===== config.mk =====
export PLATFORM = sky130hd
export DESIGN_NAME = alu_arbiter
export DESIGN_NICKNAME = d
export VERILOG_FILES = /design/src/rtl/alu_arbiter.sv
export SDC_FILE = /design/constraint.sdc
export NUM_CORES = 1
export LEC_CHECK = 0
export BUFFER_PORTS_ARGS = -buffer_cell sky130_fd_sc_hd__buf_4
export CAP_MARGIN = 20
export CORE_ASPECT_RATIO = 1.25
export CORE_UTILIZATION = 50
export DETAILED_ROUTE_END_ITERATION = 10
export GPL_TIMING_DRIVEN = 0
export HOLD_SLACK_MARGIN = 0.1
export PLACE_DENSITY = 0.74
export SETUP_SLACK_MARGIN = 0.1
export SYNTH_ARGS = -nofsm -noshare
export SYNTH_HDL_FRONTEND = slang
export SYNTH_SLANG_ARGS = --single-unit

===== constraint.sdc =====
create_clock -name clk -period 6.8 [get_ports clk]
set_input_delay 1.36 -clock clk [delete_from_list [all_inputs] [get_ports clk]]
set_output_delay 1.36 -clock clk [all_outputs]
set_load 0.02 [all_outputs]

===== src/rtl/alu_arbiter.sv =====
// alu_arbiter: two requesters share one alu through round-robin arbitration.
// The result of the accepted operation is registered and returned, tagged with
// the requester id, over a valid/ready response channel.
//
// Operation encoding used by the internal alu (unit / op):
//   00 adder   : op[3]=0 ADD, op[3]=1 SUB (wraps modulo 2^OL)
//   01 logic   : 0100 XOR, 0110 OR, 0111 AND, others 0
//   10 shifter : 0011 SLL, 0101 SRL, 1101 SRA (amount = low log2(OL) bits of b), others 0
//   11 compare : 0000 EQ, 0001 NE, 0100 LT, 0101 GE, 0110 GEU, 0111 LTU, others 0
//                result is 0 or 1, zero-extended to OL bits

module alu #(
  parameter int OPERAND_LENGTH = 8
) (
  input  logic [OPERAND_LENGTH-1:0] opd1,
  input  logic [OPERAND_LENGTH-1:0] opd2,
  input  logic [OPERAND_LENGTH-1:0] opd3,
  input  logic [OPERAND_LENGTH-1:0] opd4,
  input  logic                      alu_mux1_select,
  input  logic [1:0]                alu_mux2_select,
  input  logic [3:0]                alu_op_select,
  output logic [OPERAND_LENGTH-1:0] alu_result,
  output logic [OPERAND_LENGTH-1:0] comp_result
);
  localparam int OL = OPERAND_LENGTH;
  localparam int SW = (OL > 1) ? $clog2(OL) : 1;

  // mux1 picks which operand pair feeds the arithmetic units
  logic [OL-1:0]        opx, opy;
  logic signed [OL-1:0] opx_s;
  logic [SW-1:0]        sh;
  logic [OL-1:0]        add_res, log_res, shf_res;
  logic                 cmp_bit;

  assign opx   = alu_mux1_select ? opd3 : opd1;
  assign opy   = alu_mux1_select ? opd4 : opd2;
  assign opx_s = opx;
  assign sh    = opy[SW-1:0];

  // adder: bit 3 of the op selects subtraction
  always_comb begin
    add_res = alu_op_select[3] ? (opx - opy) : (opx + opy);
  end

  // bitwise logic unit
  always_comb begin
    log_res = '0;
    case (alu_op_select)
      4'b0100: log_res = opx ^ opy;
      4'b0110: log_res = opx | opy;
      4'b0111: log_res = opx & opy;
      default: log_res = '0;
    endcase
  end

  // barrel shifter; SRA replicates the sign of the first operand
  always_comb begin
    shf_res = '0;
    case (alu_op_select)
      4'b0011: shf_res = opx << sh;
      4'b0101: shf_res = opx >> sh;
      4'b1101: shf_res = opx_s >>> sh;
      default: shf_res = '0;
    endcase
  end

  // comparator always works on the second operand pair
  always_comb begin
    cmp_bit = 1'b0;
    case (alu_op_select)
      4'b0000: cmp_bit = (opd3 == opd4);
      4'b0001: cmp_bit = (opd3 != opd4);
      4'b0100: cmp_bit = ($signed(opd3) <  $signed(opd4));
      4'b0101: cmp_bit = ($signed(opd3) >= $signed(opd4));
      4'b0110: cmp_bit = (opd3 >= opd4);
      4'b0111: cmp_bit = (opd3 <  opd4);
      default: cmp_bit = 1'b0;
    endcase
  end

  assign comp_result = {{(OL-1){1'b0}}, cmp_bit};

  // mux2 selects the unit whose output appears on alu_result
  always_comb begin
    alu_result = add_res;
    case (alu_mux2_select)
      2'b00:   alu_result = add_res;
      2'b01:   alu_result = log_res;
      2'b10:   alu_result = shf_res;
      default: alu_result = comp_result;
    endcase
  end

endmodule

module alu_arbiter #(
  parameter int OPERAND_LENGTH = 8
) (
  input  logic                      clk,
  input  logic                      rst_n,
  input  logic                      req0_valid,
  output logic                      req0_ready,
  input  logic [OPERAND_LENGTH-1:0] req0_opd_a,
  input  logic [OPERAND_LENGTH-1:0] req0_opd_b,
  input  logic [1:0]                req0_unit,
  input  logic [3:0]                req0_op,
  input  logic                      req1_valid,
  output logic                      req1_ready,
  input  logic [OPERAND_LENGTH-1:0] req1_opd_a,
  input  logic [OPERAND_LENGTH-1:0] req1_opd_b,
  input  logic [1:0]                req1_unit,
  input  logic [3:0]                req1_op,
  output logic                      rsp_valid,
  input  logic                      rsp_ready,
  output logic                      rsp_id,
  output logic [OPERAND_LENGTH-1:0] rsp_data
);
  localparam int OL = OPERAND_LENGTH;

  logic          last_grant;
  logic          grant_any, grant_id;
  logic          slot_free, fire;
  logic [OL-1:0] sel_a, sel_b;
  logic [1:0]    sel_unit;
  logic [3:0]    sel_op;
  logic [OL-1:0] alu_result, comp_result, result;

  // round-robin: a contested cycle goes to whoever did not win last time;
  // with no request grant_id stays 0 so requester 0 fields drive the alu
  always_comb begin
    grant_any = req0_valid | req1_valid;
    grant_id  = (req0_valid & req1_valid) ? ~last_grant : req1_valid;
  end

  // the response register can take a new result when empty or being drained
  assign slot_free  = ~rsp_valid | rsp_ready;
  assign fire       = grant_any & slot_free & rst_n;
  assign req0_ready = grant_any & ~grant_id & slot_free & rst_n;
  assign req1_ready = grant_any &  grant_id & slot_free & rst_n;

  // route the granted requester's fields to the alu
  always_comb begin
    sel_a    = grant_id ? req1_opd_a : req0_opd_a;
    sel_b    = grant_id ? req1_opd_b : req0_opd_b;
    sel_unit = grant_id ? req1_unit  : req0_unit;
    sel_op   = grant_id ? req1_op    : req0_op;
  end

  alu #(.OPERAND_LENGTH(OL)) u_alu (
    .opd1            (sel_a),
    .opd2            (sel_b),
    .opd3            (sel_a),
    .opd4            (sel_b),
    .alu_mux1_select (1'b0),
    .alu_mux2_select (sel_unit),
    .alu_op_select   (sel_op),
    .alu_result      (alu_result),
    .comp_result     (comp_result)
  );

  assign result = (sel_unit == 2'b11) ? comp_result : alu_result;

  // response register and round-robin pointer; a new accept overwrites a
  // draining result, a drain without accept only clears valid
  always_ff @(posedge clk or negedge rst_n) begin
    if (!rst_n) begin
      rsp_valid  <= 1'b0;
      rsp_id     <= 1'b0;
      rsp_data   <= '0;
      last_grant <= 1'b1;
    end else if (fire) begin
      rsp_valid  <= 1'b1;
      rsp_id     <= grant_id;
      rsp_data   <= result;
      last_grant <= grant_id;
    end else if (rsp_ready) begin
      rsp_valid  <= 1'b0;
    end
  end

endmodule


# ---- After elaboration in Yosys (flattened, before gate mapping)
# Cells that the tools add are included.
dict set report totals {
  reg_bits 11
  in_bits 49
  output_inout_bits 12
  word_cells 58
}
dict set report op_classes {
  add_sub_neg 2
  order_cmp 4
  n_eq_ne 12
  shifts 3
  mux 13
  bitwise 17
  reduce_logical 3
}
# cell count
set ops {}
lappend ops {{one-hot mux 8 bit (3 select lines)} 3}
lappend ops {{two-way mux 8 bit} 4}
lappend ops {{== test 4 x 3 -> 1 bit, second input constant} 4}
lappend ops {{greater-or-equal comparator 8 bit} 2}
lappend ops {{less-than comparator 8 bit} 2}
lappend ops {{bitwise AND 1 bit} 9}
lappend ops {{adder 8 bit} 1}
lappend ops {{bitwise AND 8 bit} 1}
lappend ops {{== test 8 bit} 1}
lappend ops {{!= test 8 bit} 1}
lappend ops {{OR 8 bit} 1}
lappend ops {{left shift 8 x 3 -> 8 bit} 1}
lappend ops {{right shift 8 x 3 -> 8 bit} 1}
lappend ops {{>>> shifter 8 x 3 -> 8 bit} 1}
lappend ops {{subtractor 8 bit} 1}
lappend ops {{XOR 8 bit} 1}
lappend ops {{one-hot mux 1 bit (6 select lines)} 1}
lappend ops {{== test 2 bit, second input constant} 2}
lappend ops {{== test 4 x 1 -> 1 bit, second input constant} 1}
lappend ops {{== test 4 x 2 -> 1 bit, second input constant} 1}
lappend ops {{== test 4 bit, second input constant} 1}
lappend ops {{zero test 4 bit} 1}
lappend ops {{two-way mux 4 bit} 1}
lappend ops {{two-way mux 1 bit} 3}
lappend ops {{other kinds (6)} 9}

# ---- Longest topological paths before layout
# Gate-level depths: netlist (run 1).
dict set report logic_depth {
  ltp_word 7
  mapped_depth 15
  mapped_depth_nobuf 12
}

# ---- Modules after synthesis
# Synthesis (run 1) repeated with hierarchy kept, for this count alone.
dict set report unflattened {
  hier_cells 395
  hier_area_um2 3100.5
}
# mod instances cells_each area_per_inst_um2 seq_area_each_um2
set modules_own_cells {}
lappend modules_own_cells {alu 1 309 2223.4 0.0}
lappend modules_own_cells {alu_arbiter 1 86 877.1 276.5}

# ---- Worst setup path before layout (run 1)
# OpenSTA, ideal clock, no wires.
dict set report synth_path {
  kind {input -> register}
  startpoint {in req1_valid}
  endpoint {reg rsp_data[6]}
  setup_time_ns 0.129
  arrival_time_ns 4.097
  t_required_ns 6.671
  setup_slack_ns 2.574
  stages 15
  path_buffers 3
  path_cell_list {a21bo_1 -> buf_6 -> buf_4 -> buf_1 -> nand2_1 -> nand2_1 -> inv_1 -> fa_1 -> nand2b_1 -> a21oi_1 -> nor2_1 -> o311a_1 -> a21oi_1 -> nor3_1 -> o41a_1}
}
dict set report synth_between {
  elab_chain_cells 7
  word_cells_on_any_way 32
  classes_between {2 x add/sub; 9 x eq/ne; 3 x shift; 10 x mux; 7 x bitwise; 1 x reduce/logical}
}
# element line
set synth_lines {}
lappend synth_lines {{start, declared} 107} ;# input logic req1_valid,
lappend synth_lines {{bitwise AND 1 bit} 132} ;# grant_id = (req0_valid & req1_valid) ? ~last_grant : req1_valid;
lappend synth_lines {{two-way mux 1 bit} 132}
lappend synth_lines {{two-way mux 8 bit (tied with other cells)} 143} ;# sel_a = grant_id ? req1_opd_a : req0_opd_a;
lappend synth_lines {{adder 8 bit (tied with other cells)} 42} ;# add_res = alu_op_select[3] ? (opx - opy) : (opx + opy);
lappend synth_lines {{two-way mux 8 bit (tied with other cells)} 42}
lappend synth_lines {{one-hot mux 8 bit (3 select lines)} 86} ;# case (alu_mux2_select)
lappend synth_lines {{two-way mux 8 bit} 161} ;# assign result = (sel_unit == 2'b11) ? comp_result : alu_result;
lappend synth_lines {{end signal, assigned} 174} ;# rsp_data <= result;
lappend synth_lines {{end, declared} 116} ;# output logic [OPERAND_LENGTH-1:0] rsp_data
# Several ways; a longest one is shown, not always the timed one.
# A chain may end at the register's enable or synchronous reset.

# ---- Worst setup path in the final report (run 1)
dict set report layout_path {
  startpoint {in req0_valid}
  endpoint {reg rsp_data[7]}
}
dict set report layout_between {
  elab_chain_cells 7
  word_cells_on_any_way 32
  classes_between {2 x add/sub; 9 x eq/ne; 3 x shift; 10 x mux; 7 x bitwise; 1 x reduce/logical}
}
# element line
set layout_lines {}
lappend layout_lines {{start, declared} 101} ;# input logic req0_valid,
lappend layout_lines {{bitwise AND 1 bit} 132}
lappend layout_lines {{two-way mux 1 bit} 132}
lappend layout_lines {{two-way mux 8 bit (tied with other cells)} 143}
lappend layout_lines {{adder 8 bit (tied with other cells)} 42}
lappend layout_lines {{two-way mux 8 bit (tied with other cells)} 42}
lappend layout_lines {{one-hot mux 8 bit (3 select lines)} 86}
lappend layout_lines {{two-way mux 8 bit} 161}
# Several ways; a longest one is shown, not always the timed one.

==> results of run 1 <==
[final cells by class]
cell class	instances	area (um^2)
plain buffers	20	114
clock buffers	3	41.3
clock inverters	1	5.00
fillers	524	2060
inverters	24	92.6
multi-input cells	339	2410
flip-flops and latches	11	277
well taps	64	80.1
repair buffers	59	443
[state kept, by name, summed over array words and instances (netlist names)]
register    flops
rsp_valid       1
rsp_data        8
last_grant      1
rsp_id          1
[worst max-delay path, cell delays in order]
cell and delay, ns:
buf_4 0.12, a21boi_2 0.41, buf_4 0.29, nand2_1 0.06
and2_1 0.18, buf_2 0.21, ha_1 0.28, clkbuf_1 0.30
nor3b_1 0.12, o311ai_0 0.43, a21oi_1 0.17, o31ai_1 0.30
a311oi_1 0.14, nor4_1 0.58, o21ai_1 0.12
[metal layers]
layer  vias up  global-route usage [%]  part of all wire [%]
li1       1585                       -                     -
met1      1594                    40.1                    40
met2       151                    63.3                    49
met3        39                    4.98                   5.2
met4         0                    17.6                   5.0
met5         -                       0                     0
[placed cells by master, fill, tap and decap left out, types with 3 or more instances in the layout]
master     count
buf_2          7
nor2b_1       11
and3_1         7
a21oi_1       37
inv_1         22
o22ai_1        4
mux2_2         5
nand2_1       57
buf_4         63
or2_2          3
o211ai_1       5
nand2b_1       6
nand3b_1       6
dfrtp_1       10
a2bb2oi_1      3
nor4_1         5
mux2i_1       31
a31oi_1        8
ha_1          25
a211oi_1       5
nor3_1        13
clkbuf_1       6
and2_1         3
o31ai_1        6
nor2_1        18
a211o_1        3
o21ai_0       17
o221a_2        3
clkbuf_8       3
o22a_1         3
[cell families (layout without fill, tap and decap cells)]
logic type               after synthesis  in the layout  share of synthesized area (%)
XOR/XNOR                               2              2                          0.606
multiplexers                          39             39                           14.5
AO/OA/AOI/OAI                        125            125                           30.2
AND/OR/NAND/NOR                      146            146                           25.8
flip-flops                            11             11                           9.56
buffers and inverters                 44            107                           7.14
adder cells (fa/ha/maj)               27             27                           12.2
[worst paths after layout]
path	start	end	slack (ns)	cells past startpoint
setup / recovery	req0_valid	rsp_data[7]$_DFFE_PN0P_	1.81	15
hold / removal	rsp_id$_DFFE_PN0P_	rsp_id$_DFFE_PN0P_	0.48	1
setup reg to reg	last_grant$_DFFE_PN1P_	rsp_data[7]$_DFFE_PN0P_	2.63	13
hold reg to reg	rsp_id$_DFFE_PN0P_	rsp_id$_DFFE_PN0P_	0.48	1
max in group asynchronous	rst_n	last_grant$_DFFE_PN1P_	5.63	1
min in group asynchronous	rst_n	rsp_data[1]$_DFFE_PN0P_	0.95	1
[stage by stage]
| step | worst slack (ns) | power (mW) | area, um^2 |
|---|---|---|---|
| 2_1_floorplan | 2.57 | 0.311 | 2890 |
| 3_3_place_gp | 1.59 | 0.424 | 3410 |
| 3_5_place_dp | 1.60 | 0.427 | 3410 |
| 4_1_cts | 1.85 | 0.495 | 3460 |
| 5_1_grt | 1.44 | 0.537 | 3460 |
| 6_report | 1.81 | 0.500 | 3460 |
[power by group through the flow]
stage | sequential [mW] | clock [mW] | combinational (mW)
after floorplan | 0.0982 | 0 | 0.213
after global placement | 0.0862 | 0 | 0.338
after detailed placement | 0.0863 | 0 | 0.341
after CTS | 0.0852 | 0.0674 | 0.343
after global routing | 0.0866 | 0.0706 | 0.379
final | 0.0852 | 0.0650 | 0.349
==> impl_metrics.csv, run 1 <==
group,metric,value,unit
routing,ant_nets,0,
timing,clock.fmax,0.200,GHz
power_and_ir_drop,combPwrFrac,69.9,%
power_and_ir_drop,peakVddDrop,0.195,mV
cells_and_area,final_cells,521,
placement,gp_congestion,0.978,
timing,hold_slack,0.482,ns
floorplan,die_height,87.0,um
clock_tree,clock-sinks,11,
worst_setup_path,end_kind,"flop",
synthesis,async_flop_share,100,%
routing,drt_pass1_iterations,4,
placement,place_inst,517,
floorplan,dieWidth,70.0,um
cells_and_area,syn_to_final_growth,19.7,%
routing,via_per_inst,6.47,
worst_setup_path,setup.worst_path.start_class,"primary input",
power_and_ir_drop,p_int,258,uW
worst_setup_path,path_max_fanout,11,
power_and_ir_drop,pwr-share-clk,13.0,%
clock_tree,clk_pin_slew,0.05,ns
routing,drt_first_iter_violations,276,
synthesis,yosys.area.top_type,"ha_1",
clock_tree,insertion_delay,0.24,ns
power_and_ir_drop,p_leak,1.65,nW
timing,worst-slew-pin-transition,0.965,ns
cells_and_area,final_nets,534,
clock_tree,root_buffer,"clkbuf_8",
floorplan,fp-row-count,30,
timing,hold_viol,0,
timing,max_slew_margin,33.9,%
worst_setup_path,crit_type,"primary input to flop",
power_and_ir_drop,power.density,144,mW/mm^2
cells_and_area,drive_gt1_share,21.4,%
worst_setup_path,cp.required,6.90,ns
run_status,outcome,"finished clean",
global_route,antenna_found_initial,0,
routing,wl_per_cell,20.1,um
floorplan,initial_core_util,52.4,%
synthesis,synth_ff_type,"dfrtp_1",
synthesis,yosysSeqAreaShare,9.56,%
clock_tree,post_cts_buffers,0,
synthesis,yosysUniqueCellTypes,73,
synthesis,synthCells,394,
cells_and_area,fin_util,62.7,%
clock_tree,cts_tree,"yes",
synthesis,ys_ff_latch,11,
synthesis,netlist_top_cells_area,"ha_1 11%, mux2i_1 11%, dfrtp_1 8.7%",
floorplan,io_pins,61,
timing,setup-tns-final,0,ns
timing,rsz0062_at_grt,"false",
synthesis,netlist_top_cells_count,"57 x nand2_1, 37 x a21oi_1, 31 x mux2i_1, 25 x ha_1, 22 x inv_1",
global_route,grt_max_degree,13,
clock_tree,clockBufferDepth,2,
synthesis,synth_most_common_cell,"nand2_1",
global_route,grt_overflow,0,
clock_tree,numCtsBuffers,3,
power_and_ir_drop,power_switching,241,uW
clock_tree,post_cts_resized,0,
clock_tree,htree_levels,1,
placement,io_buffer_count,59,
synthesis,synth_area,0.00289,mm^2
placement,dp_hpwl,8270,um
timing,setup_viol,0,
synthesis,synth_top_area_share,10.8,%
routing,num_vias,3369,
power_and_ir_drop,pwr-share-seq,17.1,%
synthesis,synth_edf_count,0,
power_and_ir_drop,swShare,48.3,%
synthesis,synth_fp_nets,470,
timing,fin_skew,0.00115,ns
synthesis,yosysWarnings,0,
global_route,grt_pass1_vias,3323,
floorplan,die-area,0.00609,mm^2
routing,wl,10500,um
routing,drc,0,
clock_tree,hold_buffers,0,
flow_run,max_cap_violations,0,
cells_and_area,num_antenna_cells,0,
timing,final_max_slew_viol_count,0,
floorplan,coreArea,0.00552,mm^2
worst_setup_path,worstPathArrival,5.09,ns
global_route,track_usage,35.0,%
timing,finalCriticalPeriod,4.99,ns
global_route,grt_first_pass_wirelength,16800,um
min_path,hp-class,"flop to flop",
timing,period_share,73.4,%
synthesis,synth_area_per_cell,7.34,um^2
Power figures use the tool's default switching activity.
==> inputs of run 2 (changes only) <==
--- a/config.mk
+++ b/config.mk
@@ -5,6 +5,7 @@
 export SDC_FILE = /design/constraint.sdc
 export NUM_CORES = 1
 export LEC_CHECK = 0
+export ABC_AREA = 1
 export BUFFER_PORTS_ARGS = -buffer_cell sky130_fd_sc_hd__buf_4
 export CAP_MARGIN = 20
 export CORE_ASPECT_RATIO = 1.25
==> constraint.sdc (replaced) <==
create_clock -name clk -period 4.6 [get_ports clk]
set_input_delay 0.92 -clock clk [delete_from_list [all_inputs] [get_ports clk]]
set_output_delay 0.92 -clock clk [all_outputs]
set_load 0.02 [all_outputs]
==> run 2 against run 1 <==
Net effect:
- clock power is 45% higher
- critical path type unchanged
- hold slack worse by 0.015 ns
- die area is 4.2% lower
==> impl_metrics.csv, run 2 <==
group,metric,value,unit
worst_setup_path,cp.required,4.73,ns
synthesis,synth_mux_area_share,0,%
synthesis,synth_area,0.00277,mm^2
timing,worst-slew-pin-transition,0.413,ns
synthesis,synth_top_area_share,28.8,%
power_and_ir_drop,p_leak,1.99,nW
synthesis,async_flop_share,100,%
synthesis,yosysWarnings,0,
global_route,grt_pass1_vias,3068,
routing,wl_met2,3970,um
timing,hold_viol,0,
routing,highest_layer,"met4",
routing,ant_nets,0,
synthesis,ys_ff_latch,11,
global_route,grt_max_degree,13,
clock_tree,insertion_delay,0.23,ns
synthesis,synth_area_per_cell,5.38,um^2
floorplan,die_height,85.2,um
clock_tree,clockBufferDepth,2,
global_route,grt_overflow,0,
synthesis,yosysSeqAreaShare,9.99,%
routing,wl,8440,um
flow_run,max_cap_violations,0,
routing,drt_first_iter_violations,252,
synthesis,netlist_top_cells_count,"212 x nand2_1, 66 x inv_1, 59 x nand3_1, 38 x nor2_1, 25 x ha_1",
timing,clock.fmax,0.268,GHz
worst_setup_path,max_stage_delay,0.36,ns
clock_tree,htree_levels,1,
cells_and_area,final_cells,640,
synthesis,synth_xor_area_share,1.27,%
worst_setup_path,crit_slowest_cell,"o21ai_0",
clock_tree,hold_buffers,0,
synthesis,synth-simple-area-share,51.1,%
worst_setup_path,critPathMostFrequentCell,"nand2_1",
worst_setup_path,path_max_fanout,11,
timing,rsz0062_at_grt,"false",
synthesis,synth_top_family_by_area,"simple AND/OR/NAND/NOR gates",
power_and_ir_drop,power.density,237,mW/mm^2
worst_setup_path,worstPathArrival,3.86,ns
clock_tree,post_cts_resized,0,
routing,drt_pass1_iterations,7,
cells_and_area,final_common_cell,"nand2_1",
synthesis,synth_most_common_cell,"nand2_1",
cells_and_area,largest_reg_flops,8,
timing,setup-tns-final,0,ns
routing,wl_met3,545,um
clock_tree,numCtsBuffers,3,
worst_setup_path,setup.worst_path.start_class,"primary input",
worst_setup_path,crit_type,"primary input to flop",
clock_tree,cts_tree,"yes",
global_route,track_usage,30.7,%
run_status,outcome,"finished clean",
routing,drc,0,
routing,num_vias,3392,
worst_setup_path,path_delay_family,"simple AND/OR/NAND/NOR gates",
synthesis,synth_edf_count,0,
routing,wl_per_cell,13.2,um
clock_tree,clk_pin_slew,0.05,ns
global_route,grt_first_pass_wirelength,13900,um
routing,m1WireLength,3620,um
clock_tree,clock-sinks,11,
timing,fin_skew,0.00124,ns
synthesis,synthAdderAreaFrac,12.7,%
synthesis,netlist_top_cells_area,"nand2_1 29%, ha_1 11%, nand3_1 11%",
clock_tree,post_cts_buffers,0,
min_path,hp-class,"flop to flop",
worst_setup_path,end_kind,"flop",
synthesis,synth_fp_nets,590,
placement,dp_hpwl,6920,um
cells_and_area,final_nets,655,
synthesis,yosys.area.top_type,"nand2_1",
routing,via_per_inst,5.30,
worst_setup_path,worst-path-buf-inv,5,
floorplan,io_pins,61,
floorplan,initial_core_util,53.3,%
floorplan,coreArea,0.00519,mm^2
synthesis,synthCells,514,
timing,period_share,81.1,%
timing,setup_viol,0,
cells_and_area,drive_gt1_share,16.8,%
placement,io_buffer_count,60,
timing,finalCriticalPeriod,3.73,ns
worst_setup_path,worstPathCellList,"buf_4 > nand2_1 > nand2_4 > buf_4 > nand2_1 > nand2_2 > inv_1 > buf_2 > ha_1 > clkbuf_1 > nand2_1 > o21ai_0 > o21ai_0 > xor2_1 > nor2_1 > nor2_1 > nand2_1 > nand2_1 > nand2_1",
floorplan,fp-row-count,29,
cells_and_area,final_cell_mix,"212 x nand2_1, 66 x inv_1, 62 x buf_4",
synthesis,yosysUniqueCellTypes,32,
cells_and_area,top_register,"rsp_data",
placement,gp_congestion,1.01,
cells_and_area,num_antenna_cells,0,
timing,final_max_slew_viol_count,0,
clock_tree,root_buffer,"clkbuf_8",
global_route,antenna_found_initial,0,
cells_and_area,syn_to_final_growth,20.7,%
synthesis,synth_compound_area_share,12.2,%
timing,max_slew_margin,72.2,%
floorplan,dieWidth,68.5,um
synthesis,synth_ff_type,"dfrtp_1",
power_and_ir_drop,peakVddDrop,0.111,mV
floorplan,die-area,0.00584,mm^2
placement,place_inst,636,
[run 2: worst min-delay path, stage by stage, from the launching register on]
cell and delay, ns:
dfrtp_1 0.34, nand2_1 0.05, nand2_1 0.04
[run 2: path summary, 6_finish.rpt]
path / startpoint / depth (start not counted) / slack [ns] / to
max in group asynchronous: rst_n / 1 / 3.86 / last_grant$_DFFE_PN1P_
hold reg to reg: rsp_id$_DFFE_PN0P_ / 2 / 0.47 / rsp_id$_DFFE_PN0P_
hold / removal: rsp_id$_DFFE_PN0P_ / 2 / 0.47 / rsp_id$_DFFE_PN0P_
min in group asynchronous: rst_n / 1 / 0.51 / rsp_data[0]$_DFFE_PN0P_
setup reg to reg: last_grant$_DFFE_PN1P_ / 18 / 1.11 / rsp_data[3]$_DFFE_PN0P_
setup / recovery: req0_valid / 19 / 0.87 / rsp_data[3]$_DFFE_PN0P_
[run 2: kinds of logic (layout without fill, tap and decap cells)]
kind of cell,Yosys count,in the layout
compound gates,57,57
xor+xnor,4,4
fa+ha+maj,27,27
buf+inv,83,147
flops,11,11
simple gates,332,332
[run 2: area by class of cell]
class	instances	area [um^2]
multi-input combinational	420	2140
inverter	69	259
timing repair buffer	60	450
fill	516	1850
clock buffer	4	45.0
sequential	11	277
buffer	14	91.3
tap	62	77.6
[run 2: report_power, final]
part | internal, mW | switching, mW | total (mW)
clock | 0.0606 | 0.0338 | 0.0945
sequential | 0.118 | 0.0103 | 0.128
combinational | 0.202 | 0.367 | 0.569
[run 2: metrics by stage]
stage	setup WS, ns	power (mW)	area (um^2)	utilization, %	hold slack [ns]
4_1_cts	0.924	0.785	3340	64.4	0.472
2_1_floorplan	1.36	0.518	2770	-	0.444
3_3_place_gp	0.685	0.681	3300	63.5	0.454
3_5_place_dp	0.685	0.688	3300	63.5	0.460
6_report	0.867	0.792	3340	64.4	0.467
5_1_grt	0.559	0.874	3340	64.4	0.499
[run 2: routing by layer]
layer  GRT usage [%]  vias to the layer above
met5               0                        -
met4            12.9                        0
met2            52.3                      149
li1                -                     1736
met3            2.15                       27
met1            38.3                     1480
==> inputs of run 3 (changes only) <==
--- a/config.mk
+++ b/config.mk
@@ -13,7 +13,7 @@
 export DETAILED_ROUTE_END_ITERATION = 10
 export GPL_TIMING_DRIVEN = 0
 export HOLD_SLACK_MARGIN = 0.1
-export PLACE_DENSITY = 0.74
+export PLACE_DENSITY = 0.77
 export SETUP_SLACK_MARGIN = 0.1
 export SYNTH_ARGS = -nofsm -noshare
 export SYNTH_HDL_FRONTEND = slang
==> constraint.sdc (replaced) <==
create_clock -name clk -period 3.05 [get_ports clk]
set_input_delay 0.61 -clock clk [delete_from_list [all_inputs] [get_ports clk]]
set_output_delay 0.61 -clock clk [all_outputs]
set_load 0.02 [all_outputs]
==> run 3 against run 2 <==
Net effect:
- combinational power is 85% higher
- sequential power increased by 52%
- clock power grew 50%
- power grew 75%
- cell count increased by 3.8%
- clock-buffer cell count did not move
- hold slack lost 0.27 ns
==> impl_metrics.csv, run 3 (synthesis gave the netlist of run 2 again) <==
group,metric,value,unit
timing,setup-tns-final,0,ns
clock_tree,numCtsBuffers,3,
worst_setup_path,crit_type,"flop to flop",
placement,place_inst,636,
worst_setup_path,worstPathArrival,3.01,ns
routing,drc,0,
timing,hold_viol,0,
clock_tree,clock-sinks,11,
global_route,antenna_found_initial,0,
cells_and_area,final_cells,664,
routing,ant_nets,0,
clock_tree,htree_levels,1,
placement,post-place-ws,-0.585,ns
min_path,hp-class,"primary input to asynchronous set/reset pin",
worst_setup_path,crit_slowest_cell,"dfstp_2",
floorplan,die-area,0.00584,mm^2
power_and_ir_drop,swShare,50.1,%
global_route,track_usage,31.6,%
placement,io_buffer_count,60,
routing,drt_first_iter_violations,212,
timing,rsz0062_at_grt,"false",
global_route,grt_max_degree,13,
worst_setup_path,critPathMostFrequentCell,"nand2_1",
clock_tree,root_buffer,"clkbuf_8",
cells_and_area,regArea,277,um^2
clock_tree,cts_tree,"yes",
global_route,grt_first_pass_wirelength,14100,um
timing,setup_viol,0,
clock_tree,insertion_delay,0.23,ns
worst_setup_path,path_max_fanout,8,
power_and_ir_drop,combPwrFrac,75.6,%
cells_and_area,multiInputGateArea,0.00231,mm^2
cells_and_area,final_nets,679,
timing,timing.final.ws_setup,0.165,ns
placement,dp_hpwl,7150,um
cells_and_area,drive_gt1_share,26.1,%
cells_and_area,num_antenna_cells,0,
worst_setup_path,end_kind,"flop",
floorplan,initial_core_util,53.3,%
power_and_ir_drop,pwr-share-clk,10.3,%
timing,period_share,94.6,%
power_and_ir_drop,peakVddDrop,0.211,mV
clock_tree,clk_pin_slew,0.05,ns
routing,via_per_inst,5.38,
power_and_ir_drop,p_leak,2.15,nW
global_route,grt_overflow,0,
worst_setup_path,max_stage_delay,0.55,ns
flow_run,max_cap_violations,0,
timing,max_slew_margin,72.2,%
power_and_ir_drop,pwr-share-seq,14.1,%
cells_and_area,top_register,"rsp_data",
routing,wl,9290,um
floorplan,fp-row-count,29,
worst_setup_path,cp.required,3.18,ns
cells_and_area,final_common_cell,"nand2_1",
timing,fin_skew,0.00130,ns
worst_setup_path,worstPathCellList,"nand2_4 > nand2_8 > buf_8 > buf_12 > nand2_1 > nand2_2 > inv_1 > ha_4 > inv_1 > a21oi_1 > nand2_1 > nand2_1 > o21ai_0 > xor2_1 > nor2_1 > nor2_1 > nand2_1 > nand2_1 > nand2_1",
power_and_ir_drop,power_switching,693,uW
clock_tree,clockBufferDepth,2,
worst_setup_path,path_delay_family,"simple AND/OR/NAND/NOR gates",
floorplan,dieWidth,68.5,um
cells_and_area,fillCellCount,498,
global_route,grt_pass1_vias,3140,
worst_setup_path,crit_cells,19,
timing,final_max_slew_viol_count,0,
cells_and_area,fin_util,72.5,%
clock_tree,hold_buffers,0,
floorplan,die_height,85.2,um
routing,num_vias,3575,
routing,drt_pass1_iterations,5,
placement,gp_congestion,0.951,
cells_and_area,final_cell_mix,"203 x nand2_1, 86 x buf_4, 63 x inv_1",
cells_and_area,syn_to_final_growth,35.9,%
worst_setup_path,setup.worst_path.start_class,"flop",
timing,hold_slack,0.200,ns
timing,finalCriticalPeriod,2.89,ns
power_and_ir_drop,power.density,368,mW/mm^2
run_status,outcome,"finished clean",
floorplan,io_pins,61,
timing,clock.fmax,0.347,GHz
cells_and_area,largest_reg_flops,8,
worst_setup_path,worst-path-buf-inv,4,
worst_setup_path,rr_worst_depth,19,
floorplan,coreArea,0.00519,mm^2
timing,worst-slew-pin-transition,0.417,ns
routing,wl_per_cell,14.0,um
power_and_ir_drop,p_int,690,uW
run 3: changes by cell type in the layout (fill, tap and decap cells not counted), sizes merged:
cell,before,now
clkbuf,9,7
buf,69,95
clkinvlp,0,1
inv,69,68
run 3: stage by stage:
stage	area (um^2)	power (mW)
2_1_floorplan	2770	0.782
3_3_place_gp	3300	1.03
3_5_place_dp	3300	1.05
4_1_cts	3420	1.23
5_1_grt	3760	1.50
6_report	3760	1.38
run 3: area by class of cell:
cell class	instances	share of cell area [%]
Clock buffer	4	1.20
Buffer	11	3.19
Sequential cell	11	7.35
Inverter	69	7.05
Timing Repair Buffer	87	17.8
Tap cell	62	2.06
Multi-Input combinational cell	420	61.4
run 3: routing by layer:
metal,vias up,part of all wire [%],global-route usage (%)
li1,1785,-,-
met1,1599,42,39.5
met2,163,48,54.4
met3,28,6.4,2.15
met4,0,3.6,12.1
met5,-,0,0
run 3: worst paths after layout:
path                                   startpoint                 endpoint  slack (ns)
max                        last_grant$_DFFE_PN1P_  rsp_data[3]$_DFFE_PN0P_        0.16
min                                         rst_n  rsp_data[6]$_DFFE_PN0P_        0.20
max reg2reg                last_grant$_DFFE_PN1P_  rsp_data[3]$_DFFE_PN0P_        0.16
min reg2reg                    rsp_id$_DFFE_PN0P_       rsp_id$_DFFE_PN0P_        0.47
max in group asynchronous                   rst_n   last_grant$_DFFE_PN1P_        2.62
min in group clk               rsp_id$_DFFE_PN0P_       rsp_id$_DFFE_PN0P_        0.47
run 3: what timing repair did:
action	4_1_cts	5_1_grt
pin swaps	3	14
gates resized for setup	22	47
endpoints found under the setup margin	7	7
gates cloned	0	1
buffers inserted	5	21
run 3: power groups by stage:
stage                     clock, mW  sequential, mW  combinational [mW]
after floorplan                   0           0.229               0.553
after global placement            0           0.195               0.837
after detailed placement          0           0.195               0.851
after CTS                     0.142           0.194               0.890
after global routing          0.154           0.199                1.15
final                         0.142           0.195                1.05
